## src/rtl/bp_mmu_ptw.sv

```systemverilog
// bp_mmu_ptw: Sv39 page-table walker feeding the TLB fill port.
// Ports: clk_i/reset_n_i (async active-low), satp_ppn_i root table,
//   flush_i abort, miss_* request (accepted when !busy_o),
//   mem_req_*/mem_resp_* single-outstanding PTE read port,
//   w_v_o/w_vtag_o/w_entry_o TLB fill, *_page_fault_o fault pulses.
// Macro BP_PTW_SUPERPAGE_EN: when defined, 2M/1G leaves are filled;
//   when undefined, any leaf above level 0 faults.
module bp_mmu_ptw #(
    parameter int vtag_width_p = 27,
    parameter int ptag_width_p = 28,
    parameter int pte_width_p  = 64
) (
    input  logic                    clk_i,
    input  logic                    reset_n_i,
    input  logic [ptag_width_p-1:0] satp_ppn_i,
    input  logic                    flush_i,
    input  logic                    miss_v_i,
    input  logic [vtag_width_p-1:0] miss_vtag_i,
    input  logic                    miss_instr_i,
    input  logic                    miss_load_i,
    input  logic                    miss_store_i,
    output logic                    busy_o,
    output logic                    mem_req_v_o,
    output logic [ptag_width_p+11:0] mem_req_addr_o,
    input  logic                    mem_req_ready_i,
    input  logic                    mem_resp_v_i,
    input  logic [pte_width_p-1:0]  mem_resp_data_i,
    output logic                    w_v_o,
    output logic [vtag_width_p-1:0] w_vtag_o,
    output logic [ptag_width_p+6:0] w_entry_o,
    output logic                    instr_page_fault_o,
    output logic                    load_page_fault_o,
    output logic                    store_page_fault_o
);

    typedef enum logic [2:0] {
        S_IDLE,
        S_REQ,
        S_WAIT,
        S_FILL,
        S_FAULT,
        S_DRAIN
    } state_e;

    state_e state_r, state_n;

    logic [1:0]              level_r, level_n;
    logic [ptag_width_p-1:0] ppn_r, ppn_n;
    logic [vtag_width_p-1:0] vtag_r;
    logic                    is_instr_r;
    logic                    is_load_r;
    logic                    is_store_r;
    logic [ptag_width_p-1:0] leaf_ppn_r;
    logic [4:0]              leaf_perm_r;
    logic                    accept;

    logic                    pte_v, pte_r, pte_w, pte_x, pte_a, pte_d;
    logic [ptag_width_p-1:0] pte_ppn;
    logic                    pte_invalid, pte_leaf;
    logic                    super_bad, leaf_bad;
    logic [ptag_width_p-1:0] lvl_mask;
    logic [ptag_width_p-1:0] fill_ptag;
    logic [8:0]              vpn_sel;
    logic                    gigapage, megapage;
    logic                    handshake;
    logic                    unused_pte_bits;

    assign pte_v   = mem_resp_data_i[0];
    assign pte_r   = mem_resp_data_i[1];
    assign pte_w   = mem_resp_data_i[2];
    assign pte_x   = mem_resp_data_i[3];
    assign pte_a   = mem_resp_data_i[6];
    assign pte_d   = mem_resp_data_i[7];
    assign pte_ppn = mem_resp_data_i[10 +: ptag_width_p];

    // PPN bits above the physical tag, RSW and G play no part in the walk.
    assign unused_pte_bits = ^{mem_resp_data_i[pte_width_p-1:10+ptag_width_p],
                               mem_resp_data_i[9:8],
                               mem_resp_data_i[5]};

    assign pte_invalid = ~pte_v | (~pte_r & pte_w);
    assign pte_leaf    = pte_r | pte_x;

    // Low PPN bits that a leaf at the current level must leave to the vtag.
    always_comb begin
        lvl_mask = '0;
        unique case (level_r)
            2'd2:    lvl_mask = ptag_width_p'(18'h3ffff);
            2'd1:    lvl_mask = ptag_width_p'(9'h1ff);
            default: lvl_mask = '0;
        endcase
    end

    always_comb begin
        vpn_sel = '0;
        unique case (level_r)
            2'd2:    vpn_sel = vtag_r[18 +: 9];
            2'd1:    vpn_sel = vtag_r[9 +: 9];
            default: vpn_sel = vtag_r[0 +: 9];
        endcase
    end

`ifdef BP_PTW_SUPERPAGE_EN
    assign super_bad = |(pte_ppn & lvl_mask);
    assign gigapage  = (level_r == 2'd2);
    assign megapage  = (level_r == 2'd1);
`else
    assign super_bad = (level_r != 2'd0);
    assign gigapage  = 1'b0;
    assign megapage  = 1'b0;
`endif

    assign leaf_bad = ~pte_a | (is_store_r & ~pte_d) | super_bad;

    assign fill_ptag = (leaf_ppn_r & ~lvl_mask)
                     | (ptag_width_p'(vtag_r) & lvl_mask);

    assign handshake = (state_r == S_REQ) & mem_req_ready_i;

    always_comb begin
        state_n = state_r;
        level_n = level_r;
        ppn_n   = ppn_r;
        accept  = 1'b0;
        unique case (state_r)
            S_IDLE: begin
                if (!flush_i && miss_v_i) begin
                    accept  = 1'b1;
                    level_n = 2'd2;
                    ppn_n   = satp_ppn_i;
                    state_n = S_REQ;
                end
            end
            S_REQ: begin
                // A flush on the handshake cycle leaves a read in flight.
                if (flush_i)
                    state_n = handshake ? S_DRAIN : S_IDLE;
                else if (handshake)
                    state_n = S_WAIT;
            end
            S_WAIT: begin
                if (flush_i) begin
                    state_n = mem_resp_v_i ? S_IDLE : S_DRAIN;
                end else if (mem_resp_v_i) begin
                    if (pte_invalid) begin
                        state_n = S_FAULT;
                    end else if (!pte_leaf) begin
                        if (level_r == 2'd0) begin
                            state_n = S_FAULT;
                        end else begin
                            level_n = level_r - 2'd1;
                            ppn_n   = pte_ppn;
                            state_n = S_REQ;
                        end
                    end else begin
                        state_n = leaf_bad ? S_FAULT : S_FILL;
                    end
                end
            end
            S_FILL:  state_n = S_IDLE;
            S_FAULT: state_n = S_IDLE;
            S_DRAIN: begin
                if (mem_resp_v_i)
                    state_n = S_IDLE;
            end
            default: state_n = S_IDLE;
        endcase
    end

    always_ff @(posedge clk_i or negedge reset_n_i) begin
        if (!reset_n_i) begin
            state_r     <= S_IDLE;
            level_r     <= 2'd2;
            ppn_r       <= '0;
            vtag_r      <= '0;
            is_instr_r  <= 1'b0;
            is_load_r   <= 1'b0;
            is_store_r  <= 1'b0;
            leaf_ppn_r  <= '0;
            leaf_perm_r <= '0;
        end else begin
            state_r <= state_n;
            level_r <= level_n;
            ppn_r   <= ppn_n;
            if (accept) begin
                vtag_r     <= miss_vtag_i;
                is_instr_r <= miss_instr_i;
                is_load_r  <= miss_load_i;
                is_store_r <= miss_store_i;
            end
            if (state_r == S_WAIT && mem_resp_v_i) begin
                leaf_ppn_r  <= pte_ppn;
                leaf_perm_r <= {mem_resp_data_i[7], mem_resp_data_i[4:1]};
            end
        end
    end

    assign busy_o      = (state_r != S_IDLE);
    assign mem_req_v_o = (state_r == S_REQ);

    assign mem_req_addr_o = mem_req_v_o ? {ppn_r, vpn_sel, 3'b000} : '0;

    // A flush landing on the FILL/FAULT cycle cancels the pulse.
    assign w_v_o    = (state_r == S_FILL) & ~flush_i;
    assign w_vtag_o = (state_r == S_FILL) ? vtag_r : '0;
    assign w_entry_o = (state_r == S_FILL)
                     ? {fill_ptag, gigapage, megapage, leaf_perm_r}
                     : '0;

    assign instr_page_fault_o = (state_r == S_FAULT) & ~flush_i & is_instr_r;
    assign load_page_fault_o  = (state_r == S_FAULT) & ~flush_i & is_load_r;
    assign store_page_fault_o = (state_r == S_FAULT) & ~flush_i & is_store_r;

endmodule

```

## config.mk

```make
export PLATFORM = sky130hd
export DESIGN_NAME = bp_mmu_ptw
export DESIGN_NICKNAME = d
export VERILOG_FILES = /design/src/rtl/bp_mmu_ptw.sv
export SDC_FILE = /design/constraint.sdc
export NUM_CORES = 1
export LEC_CHECK = 0
export CAP_MARGIN = 10
export CORE_ASPECT_RATIO = 1.4
export CORE_MARGIN = 4
export CORE_UTILIZATION = 40
export CTS_CLUSTER_SIZE = 10
export DETAILED_ROUTE_END_ITERATION = 10
export GPL_TIMING_DRIVEN = 0
export PLACE_DENSITY = 0.77
export SETUP_SLACK_MARGIN = 0.4
export SLEW_MARGIN = 20
export SYNTH_ARGS = -nofsm -noshare
export SYNTH_HDL_FRONTEND = slang
export SYNTH_SLANG_ARGS = --single-unit
```

## constraint.sdc

```tcl
create_clock -name clk_i -period 6.45 [get_ports clk_i]
set_input_delay 1.29 -clock clk_i [delete_from_list [all_inputs] [get_ports clk_i]]
set_output_delay 1.29 -clock clk_i [all_outputs]
set_load 0.005 [all_outputs]
```

# Word-level counts from Yosys, hierarchy flattened
# Index checks and enable logic that the tools add are counted.
# word_totals
ramBits,0
output_inout_bits,108
memories,0
regBits,96
latchBits,0
mem_bits_ro,0
# op_classes
n_mux,34
multipliers,0
div,0
n_reduce_logical,10
shifts,0
eq_ne,16
n_lt_le_gt_ge,0
n_addsub,1
n_bitwise,21
# op_table
op,n
two-way mux 28 bit,6
case mux 28 bit (2 select lines),1
two-way mux 40 bit,1
two-way mux 3 bit,12
case mux 18 bit (2 select lines),1
two-way mux 35 bit,1
AND 27 x 28 -> 28 bit,1
AND 28 bit,1
NOT 28 bit,1
OR 28 bit,1
two-way mux 27 bit,1
case mux 9 bit (2 select lines),1
"!= test 2 bit, second input constant",7
two-way mux 2 bit,6
case mux 3 bit (4 select lines),1
AND 1 bit,8
AND reduction 7 bit,1
"equality test 3 x 2 -> 1 bit, second input constant",2
"equality test 3 bit, second input constant",2
NOT 1 bit,5
OR 1 bit,4
case mux 2 bit (2 select lines),1
AND reduction 4 bit,1
nonzero test 2 bit,2
other kinds (12),14

# Longest topological paths before layout
# Gate-level depths: netlist (run 1).
# depth
depth_word,10
ltp_mapped,6

# Least setup slack after synthesis (run 1)
# OpenSTA, ideal clock, no wires.
# synth_timing
path_type,flip-flop to output port
start,register level_r[1]
end,output port mem_req_addr_o[10]
slack_ps,3363
path_buffers,2
arrival_time_ps,1797
stages_incl_launch_ff,7
t_required_ps,5160
path_cell_list,dfstp_2 -> inv_1 -> ha_1 -> buf_2 -> buf_1 -> nor2_1 -> a211oi_1
# synth_between
elab_chain_cells,3
# synth_lines
item,line_no,source
from (decl),47,"logic [1:0] level_r, level_n;"
from (signal assigned),183,level_r <= level_n;
equality test 2 x 1 -> 1 bit / equality test 2 bit (equally long branches),96,unique case (level_r)
case mux 9 bit (2 select lines) *,96,
two-way mux 40 bit *,201,"assign mem_req_addr_o = mem_req_v_o ? {ppn_r, vpn_sel, 3'b000} : '0;"
to (decl),24,"output logic [ptag_width_p+11:0] mem_req_addr_o,"
# Every way passes the cells marked *; elsewhere a longest branch is shown, timed or not.

# Final worst setup path (run 1)
# Same ends and word-level chain as after synthesis.

==> results.md, run 1 <==
* Status: completed
* Hold buffers post-CTS at 0
* Post-CTS sizing at 0
* Power Total at 3031 uW
* Global-route wire length before repair at between 20000 and 30000 um
* Root Buffer: clkbuf_16
* DP Worst Slack at between 2000 and 2500 ps
* Reg2Reg Depth at 6
* Worst setup path endpoint: mem_req_addr_o[10]
* Die Y at about 150 um
* Layout Skew at approximately 9.7 ps
* # setup viols final at 0
* Synth warn at 0
* Worst-margin pin slew at 653.4 ps
* Total stage count of the critical path at 7
* Clk pin slew, worst setup/hold paths at about 70 ps
* Sw power at around 1000 uW
* Initial antenna violation count at 0
* Share of layout cells above drive strength 1 at roughly a fifth
* Vias per Instance at around 5
* Top Ports at 236
* Multi-input gate area at around 2700 um2
* First DRT Iteration DRCs at about 150
* Drt wl/cell at 18.29 um
* All-layer global routing usage at a little over a fifth
* Vias at about 4.6k
* PD cells at about 380 nW/um2
* Core ar. at 13330 um2
* Setup Crit Path Kind: flip-flop to output port
* Worst path cell trace: inv_1 > ha_1 > buf_2 > buf_1 > nor2_1 > a211oi_1 > clkdlybuf4s50_1
* CTS tree: built
* Seq/Total Area, Yosys at ~44%
* Final hold violation count at 0
* Util after Layout at between 60% and 70%
* R2R setup slack at ~4300 ps
* CP arrival at a little over 3000 ps
* Worst relative slew slack at a little under three fifths
* Vias in the first global route at ~4.9k
* Max IR drop VDD at between 0.15 and 0.2 mV
* Crit path max-delay family: buffers and inverters
* Worst min path class: flip-flop to flip-flop
* Clk_lat worst skew at 350 ps
* Post-DP HPWL at approximately 13000 um
* Routed WL at 16680 um
* Max Clock Freq at 0.2309 GHz
* Syn_area_per_cell at 10.67 um2
* Die W at roughly 110 um
* Crit-path max cell delay at 560 ps
* Final period util at 67.15%
* Critical R2R Launch: level_r[1]
* Number of port buffers at roughly 200
* Post-synth cell types at 46
* Lkg Pwr at 0.003701 uW
* Max-Cap Viols at 0
* TritonCTS Sinks at 96
* Setup_tns at 0 ps
* # DRC at 0
* Largest net degree at the start of global routing at 79
* Sequential share of power at between 30 and 40%
* Critical Path Sink Type: output port
* Min Clock Period, post-route at between 4000 and 5000 ps
* Area Overhead vs Synth at 47.86%
* Final nets at around 860
* Filler cells at around 1.1k
* Mapped Cells at about 510
* Critical path peak fanout at 10
* CP Launch Point: level_r[1]
* TritonCTS Buffers at 9
* Routed Antenna Nets at 0
* Worst reg2reg endpoint: level_r[0]
* Clock power frac at approximately 19%
* Number of H-tree levels at 3
* Yosys reg bits at 96
* N_diodes at 0
* Post-CTS setup buffer count at 0
* Setup ws final at 2119 ps
* Sw Share at about a third
* Overflow after GRT at 0
* Final instance area at approximately 8000 um2
* Cell area after synthesis at 5419 um2
* Max-slew violations at 0
* P_int at around 2000 uW
* Pre-antenna DRT Iters at 4
* Clock buffer depth at 2
* Dpl cell area at 7702 um2
* Initial Util at about two fifths
* Slowest cell on the critical path: dfstp_2
* RSZ-0062 raised after global routing: false
* GP Congestion at slightly below 0.9
* Rows at 50
* Reg area at approximately 2400 um2
* Crit path launch type: flip-flop
* Logic pwr share at ~45%
* CP Buf/Inv Count at 4
* Die area at around 16000 um2
* Worst EP required at between 5000 and 6000 ps
-- worst min-delay path by stage --
stage                         startpoint              to  slack [ps]  depth (start not counted)
after global placement    leaf_perm_r[4]  leaf_perm_r[4]         460                          2
after CTS                 leaf_perm_r[4]  leaf_perm_r[4]         480                          2
after detailed placement  leaf_perm_r[4]  leaf_perm_r[4]         470                          2
after floorplan           leaf_perm_r[1]  leaf_perm_r[1]         440                          2
after global routing      leaf_perm_r[3]  leaf_perm_r[3]         510                          1
final                     leaf_perm_r[4]  leaf_perm_r[4]         480                          2
-- registers in the layout, indices dropped and copies added, names as in the netlist, 2 cells and up --
register / flops
ppn_r: 28
level_r: 2
vtag_r: 27
leaf_ppn_r: 28
leaf_perm_r: 5
state_r: 3
-- cell usage after synthesis (all sizes together) --
| library cell | instances | area (um2) |
|---|---|---|
| nand2 | 90 | 337.8 |
| nor4 | 1 | 12.51 |
| buf | 33 | 251.5 |
| o31ai | 1 | 7.510 |
| mux2 | 91 | 1137 |
| mux2i | 18 | 180.2 |
| a21o | 1 | 7.510 |
| a21boi | 1 | 18.77 |
| or3b | 2 | 20.02 |
| nand3b | 2 | 15.01 |
| nor2b | 1 | 6.260 |
| clkbuf | 8 | 30.03 |
| nand2b | 1 | 6.260 |
| conb | 1 | 3.750 |
| o311ai | 1 | 8.760 |
| and3 | 3 | 18.77 |
| ha | 4 | 50.05 |
| o21bai | 1 | 7.510 |
| and2 | 70 | 437.9 |
| a211o | 1 | 8.760 |
| a22oi | 9 | 67.56 |
| and2b | 1 | 7.510 |
| dfrtp | 95 | 2377 |
| a21oi | 2 | 10.01 |
| nor3b | 1 | 12.51 |
| nor2 | 34 | 135.1 |
| nand3 | 2 | 10.01 |
| a211oi | 11 | 82.58 |
| a31oi | 1 | 6.260 |
| o21ai | 5 | 25.02 |
| inv | 7 | 26.28 |
| or3 | 1 | 6.260 |
| a32oi | 2 | 17.52 |
| or2 | 1 | 6.260 |
| nor3 | 2 | 15.01 |
| nand4bb | 1 | 11.26 |
| or4b | 1 | 10.01 |
| dfstp | 1 | 26.28 |
-- layout by cell type, fill, tap and decap left out, types with 2 or more instances in the layout --
cell type	synthesis	layout
buf_12	3	3
nand3b_1	2	2
buf_2	15	15
a211oi_1	11	11
o21ai_0	5	5
a22oi_1	9	9
a32oi_1	2	2
conb_1	1	5
mux2i_1	18	18
inv_8	0	2
inv_6	0	2
mux2_2	61	61
ha_1	4	4
mux2_4	30	30
nand2_1	90	90
buf_1	4	4
clkdlybuf4s50_1	0	200
nor2_1	33	33
dfrtp_1	95	95
and3_1	3	3
buf_6	5	6
a21oi_1	2	2
inv_1	7	7
clkbuf_16	0	9
clkinvlp_4	0	2
nand3_1	2	2
buf_4	6	6
and2_1	70	70
clkbuf_1	8	8
-- power groups by stage --
stage	combinational, uW	sequential (uW)	clock, uW
4_1_cts	1360	1110	569
2_1_floorplan	845	1030	0
3_5_place_dp	1360	1120	0
5_1_grt	1460	1160	597
3_3_place_gp	1320	1100	0
6_report	1350	1120	561
-- cell families (layout without fill, tap and decap cells) --
| kind of cell | Yosys count | count (layout) | synth area share (%) |
|---|---|---|---|
| other | 1 | 5 | 0.06920 |
| buffers and inverters | 48 | 266 | 5.680 |
| flip-flops | 96 | 96 | 44.35 |
| AND/OR/NAND/NOR | 214 | 214 | 19.72 |
| adder cells (fa/ha/maj) | 4 | 4 | 0.9236 |
| multiplexers | 109 | 109 | 24.31 |
| AO/OA/AOI/OAI | 36 | 36 | 4.941 |
-- worst reg2reg max path, cell delays in order (launching register included) --
cell and delay [ps]:
dfstp_2 560, inv_1 60, ha_1 230, nor4_2 520, a21boi_4 190, buf_12 210, mux2_4 300
-- routing by layer --
| metal | GRT usage, % | share of wire [%] |
|---|---|---|
| met5 | 0 | 0 |
| met4 | 10.63 | 4.2 |
| met3 | 3.595 | 4.6 |
| met2 | 38.23 | 52 |
| met1 | 26.07 | 39 |
-- final cells by class --
type | instances | area share (%)
buffer | 41 | 3.513
clock buffer | 9 | 2.811
clock inverter | 7 | 1.062
inverter | 7 | 0.3279
multi-input combinational | 368 | 33.98
sequential | 96 | 30.00
tap | 182 | 2.842
timing repair buffer | 202 | 25.47
-- per-stage QoR --
| step | hold WS [ps] | std cells |
|---|---|---|
| after CTS | 484.8 | 912 |
| after global routing | 514.3 | 912 |
| after detailed placement | 470.3 | 896 |
| after global placement | 458.4 | 895 |
| after floorplan | 441.8 | 512 |
| final | 480.4 | 912 |
(Power assumes the default switching activity.)
==> inputs of run 2 (changes only) <==
- clock period: 6.45 -> 4.37 ns (I/O delays scaled with it)
==> results.md, run 2 (synthesis gave the netlist of run 1 again) <==
* Status: completed (unchanged)
* Post-CTS setup buffer count at 0 (unchanged)
* Crit path max-delay family: buffers and inverters (unchanged)
* Top Ports at 236 (unchanged)
* Worst relative slew slack at 56.44% (unchanged)
* Commonest non-fill, non-tap cell in the layout: clkdlybuf4s50_1 (unchanged)
* Routed WL at 16650 um (was 16680 um)
* Clk_lat worst skew at 350 ps (about the same)
* Number of port buffers at 201 (unchanged)
* Critical R2R Launch: level_r[1] (unchanged)
* Multi-input gate area at 2723 um2 (unchanged)
* Commonest non-fill, non-tap cells in the layout: 200 x clkdlybuf4s50_1, 95 x dfrtp_1, 90 x nand2_1, 70 x and2_1, 61 x mux2_2 (unchanged)
* Max-slew violations at 0 (unchanged)
* Slowest cell on the critical path: dfstp_2 (unchanged)
* Critical path peak fanout at 10 (unchanged)
* Vias per Instance at 4.978 (was 5.003)
* All-layer global routing usage at 21.97% (unchanged)
* # setup viols final at 0 (unchanged)
* Power Total at 4473 uW (was 3031 uW)
* Initial Util at 40.67% (unchanged)
* Filler cells at 1121 (was 1122)
* Min Clock Period, post-route at 3652 ps
* Core ar. at 13330 um2 (unchanged)
* Initial antenna violation count at 0 (unchanged)
* Pre-antenna DRT Iters at 4 (unchanged)
* Critical Path Sink Type: output port (unchanged)
* Routed Antenna Nets at 0 (unchanged)
* Vias in the first global route at 4895 (unchanged)
* CP Buf/Inv Count at 4 (unchanged)
* Reg area at 2404 um2 (unchanged)
* N_diodes at 0 (unchanged)
* Post-DP HPWL at 13170 um (unchanged)
* Root Buffer: clkbuf_16 (unchanged)
* Crit path launch type: flip-flop (unchanged)
* PD cells at 558.1 nW/um2 (was 378.3 nW/um2)
* Number of H-tree levels at 3 (unchanged)
* Vias at 4540 (was 4563)
* RSZ-0062 raised after global routing: false (unchanged)
* Max IR drop VDD at 0.2493 mV (was 0.1692 mV)
* Max-Cap Viols at 0 (unchanged)
* Dpl cell area at 7702 um2 (unchanged)
* Reg2Reg Depth at 6 (unchanged)
* Lkg Pwr at 0.003703 uW (was 0.003701 uW)
* R2R setup slack at 2190 ps (was 4270 ps)
* Final period util at between 80% and 90%
* CP arrival at 2780 ps (was 3040 ps)
* Drt wl/cell at 18.25 um (was 18.29 um)
* Area Overhead vs Synth at 47.89% (was 47.86%)
* Worst EP required at 3500 ps (was 5160 ps)
* CTS tree: built (unchanged)
* Final hold violation count at 0 (unchanged)
* Largest net degree at the start of global routing at 79 (unchanged)
* Layout Skew at 9.555 ps (was 9.663 ps)
* Setup Crit Path Kind: flip-flop to output port (unchanged)
* TritonCTS Sinks at 96 (unchanged)
* Placed cells at 896 (unchanged)
* Final nets at 857 (unchanged)
* Worst-margin pin slew at 653.4 ps (unchanged)
* Die area at 15500 um2 (unchanged)
* Rows at 50 (unchanged)
* Final instance area at 8014 um2 (was 8013 um2)
* GP Congestion at 0.8843 (unchanged)
* Worst reg2reg endpoint: level_r[0] (unchanged)
* Worst path cell trace: inv_1 > ha_1 > buf_2 > clkbuf_2 > nor2_1 > a211oi_1 > clkdlybuf4s50_1 (was inv_1 > ha_1 > buf_2 > buf_1 > nor2_1 > a211oi_1 > clkdlybuf4s50_1)
* Regs by FF count: leaf_ppn_r (28), ppn_r (28), vtag_r (27) (unchanged)
* Overflow after GRT at 0 (unchanged)
* TritonCTS Buffers at 9 (unchanged)
* Clock buffer depth at 2 (unchanged)
* # DRC at 0 (unchanged)
* Die W at 106.4 um (unchanged)
* Clk pin slew, worst setup/hold paths at 70 ps (about the same)
* Final std cells w/o fill at 912 (unchanged)
* Setup_tns at 0 ps (unchanged)
* First DRT Iteration DRCs at 150 (was 145)
* Crit-path max cell delay at 560 ps (about the same)
* Die Y at 145.7 um (unchanged)
* Global-route wire length before repair at 26670 um (unchanged)
* Worst min path class: input port to asynchronous set/reset pin (was flip-flop to flip-flop)
* Max Clock Freq at ~0.27 GHz
* Share of layout cells above drive strength 1 at 20.14% (was 20.00%)
## run 2: cell count changes in the layout (fill, tap and decap cells not counted), sizes merged
cell / change
buf: -1
clkbuf: +1
## run 2: worst max-delay path by stage
stage	start	endpoint	slack [ps]	cells after the start
after detailed placement	level_r[1]	mem_req_addr_o[10]	860	7
after floorplan	level_r[1]	mem_req_addr_o[10]	1700	6
after global routing	level_r[1]	mem_req_addr_o[10]	620	7
final	level_r[1]	mem_req_addr_o[10]	720	7
after CTS	level_r[1]	mem_req_addr_o[10]	450	7
after global placement	reset_n_i	leaf_ppn_r[6]	-1080	1
## run 2: final cells by class
cell class              count  area share (%)
repair buffers            202           25.46
clock buffers               9           2.810
clock inverters             7           1.062
flip-flops and latches     96           29.99
well taps                 182           2.842
plain buffers              41           3.528
inverters                   7          0.3279
multi-input cells         368           33.97
## run 2: per-stage QoR
step | setup slack [ps] | hold slack [ps] | util (%)
after floorplan | 1699 | 441.8 | -
after global placement | -1076 | 458.4 | 57.59
after detailed placement | 858.1 | 470.3 | 57.80
after CTS | 453.2 | 347.3 | 60.13
after global routing | 615.1 | 353.1 | 60.14
final | 717.5 | 349.6 | 60.14
## run 2: power breakdown
group / leakage [uW] / switching, uW / total (uW) / internal [uW]
Sequential: 0.00116 / 323 / 1650 / 1330
Combinational: 0.00239 / 792 / 1990 / 1200
Clock: 0.000146 / 372 / 828 / 456
Total: 0.00370 / 1490 / 4470 / 2990
## run 2: repair_timing
action / 4_1_cts / 5_1_grt
hold buffers: 0 / 0
gates resized for setup: 0 / 1
endpoints found under the setup margin: 0 / 1
## run 2: routing by layer
layer  track usage (%)  up-vias  wire length [um]
li1                  -     2127                 -
met1             26.07     2192              6544
met2             38.23      174              8634
met3             3.595       47               770
met4             10.63        0               697
met5                 0        -                 0
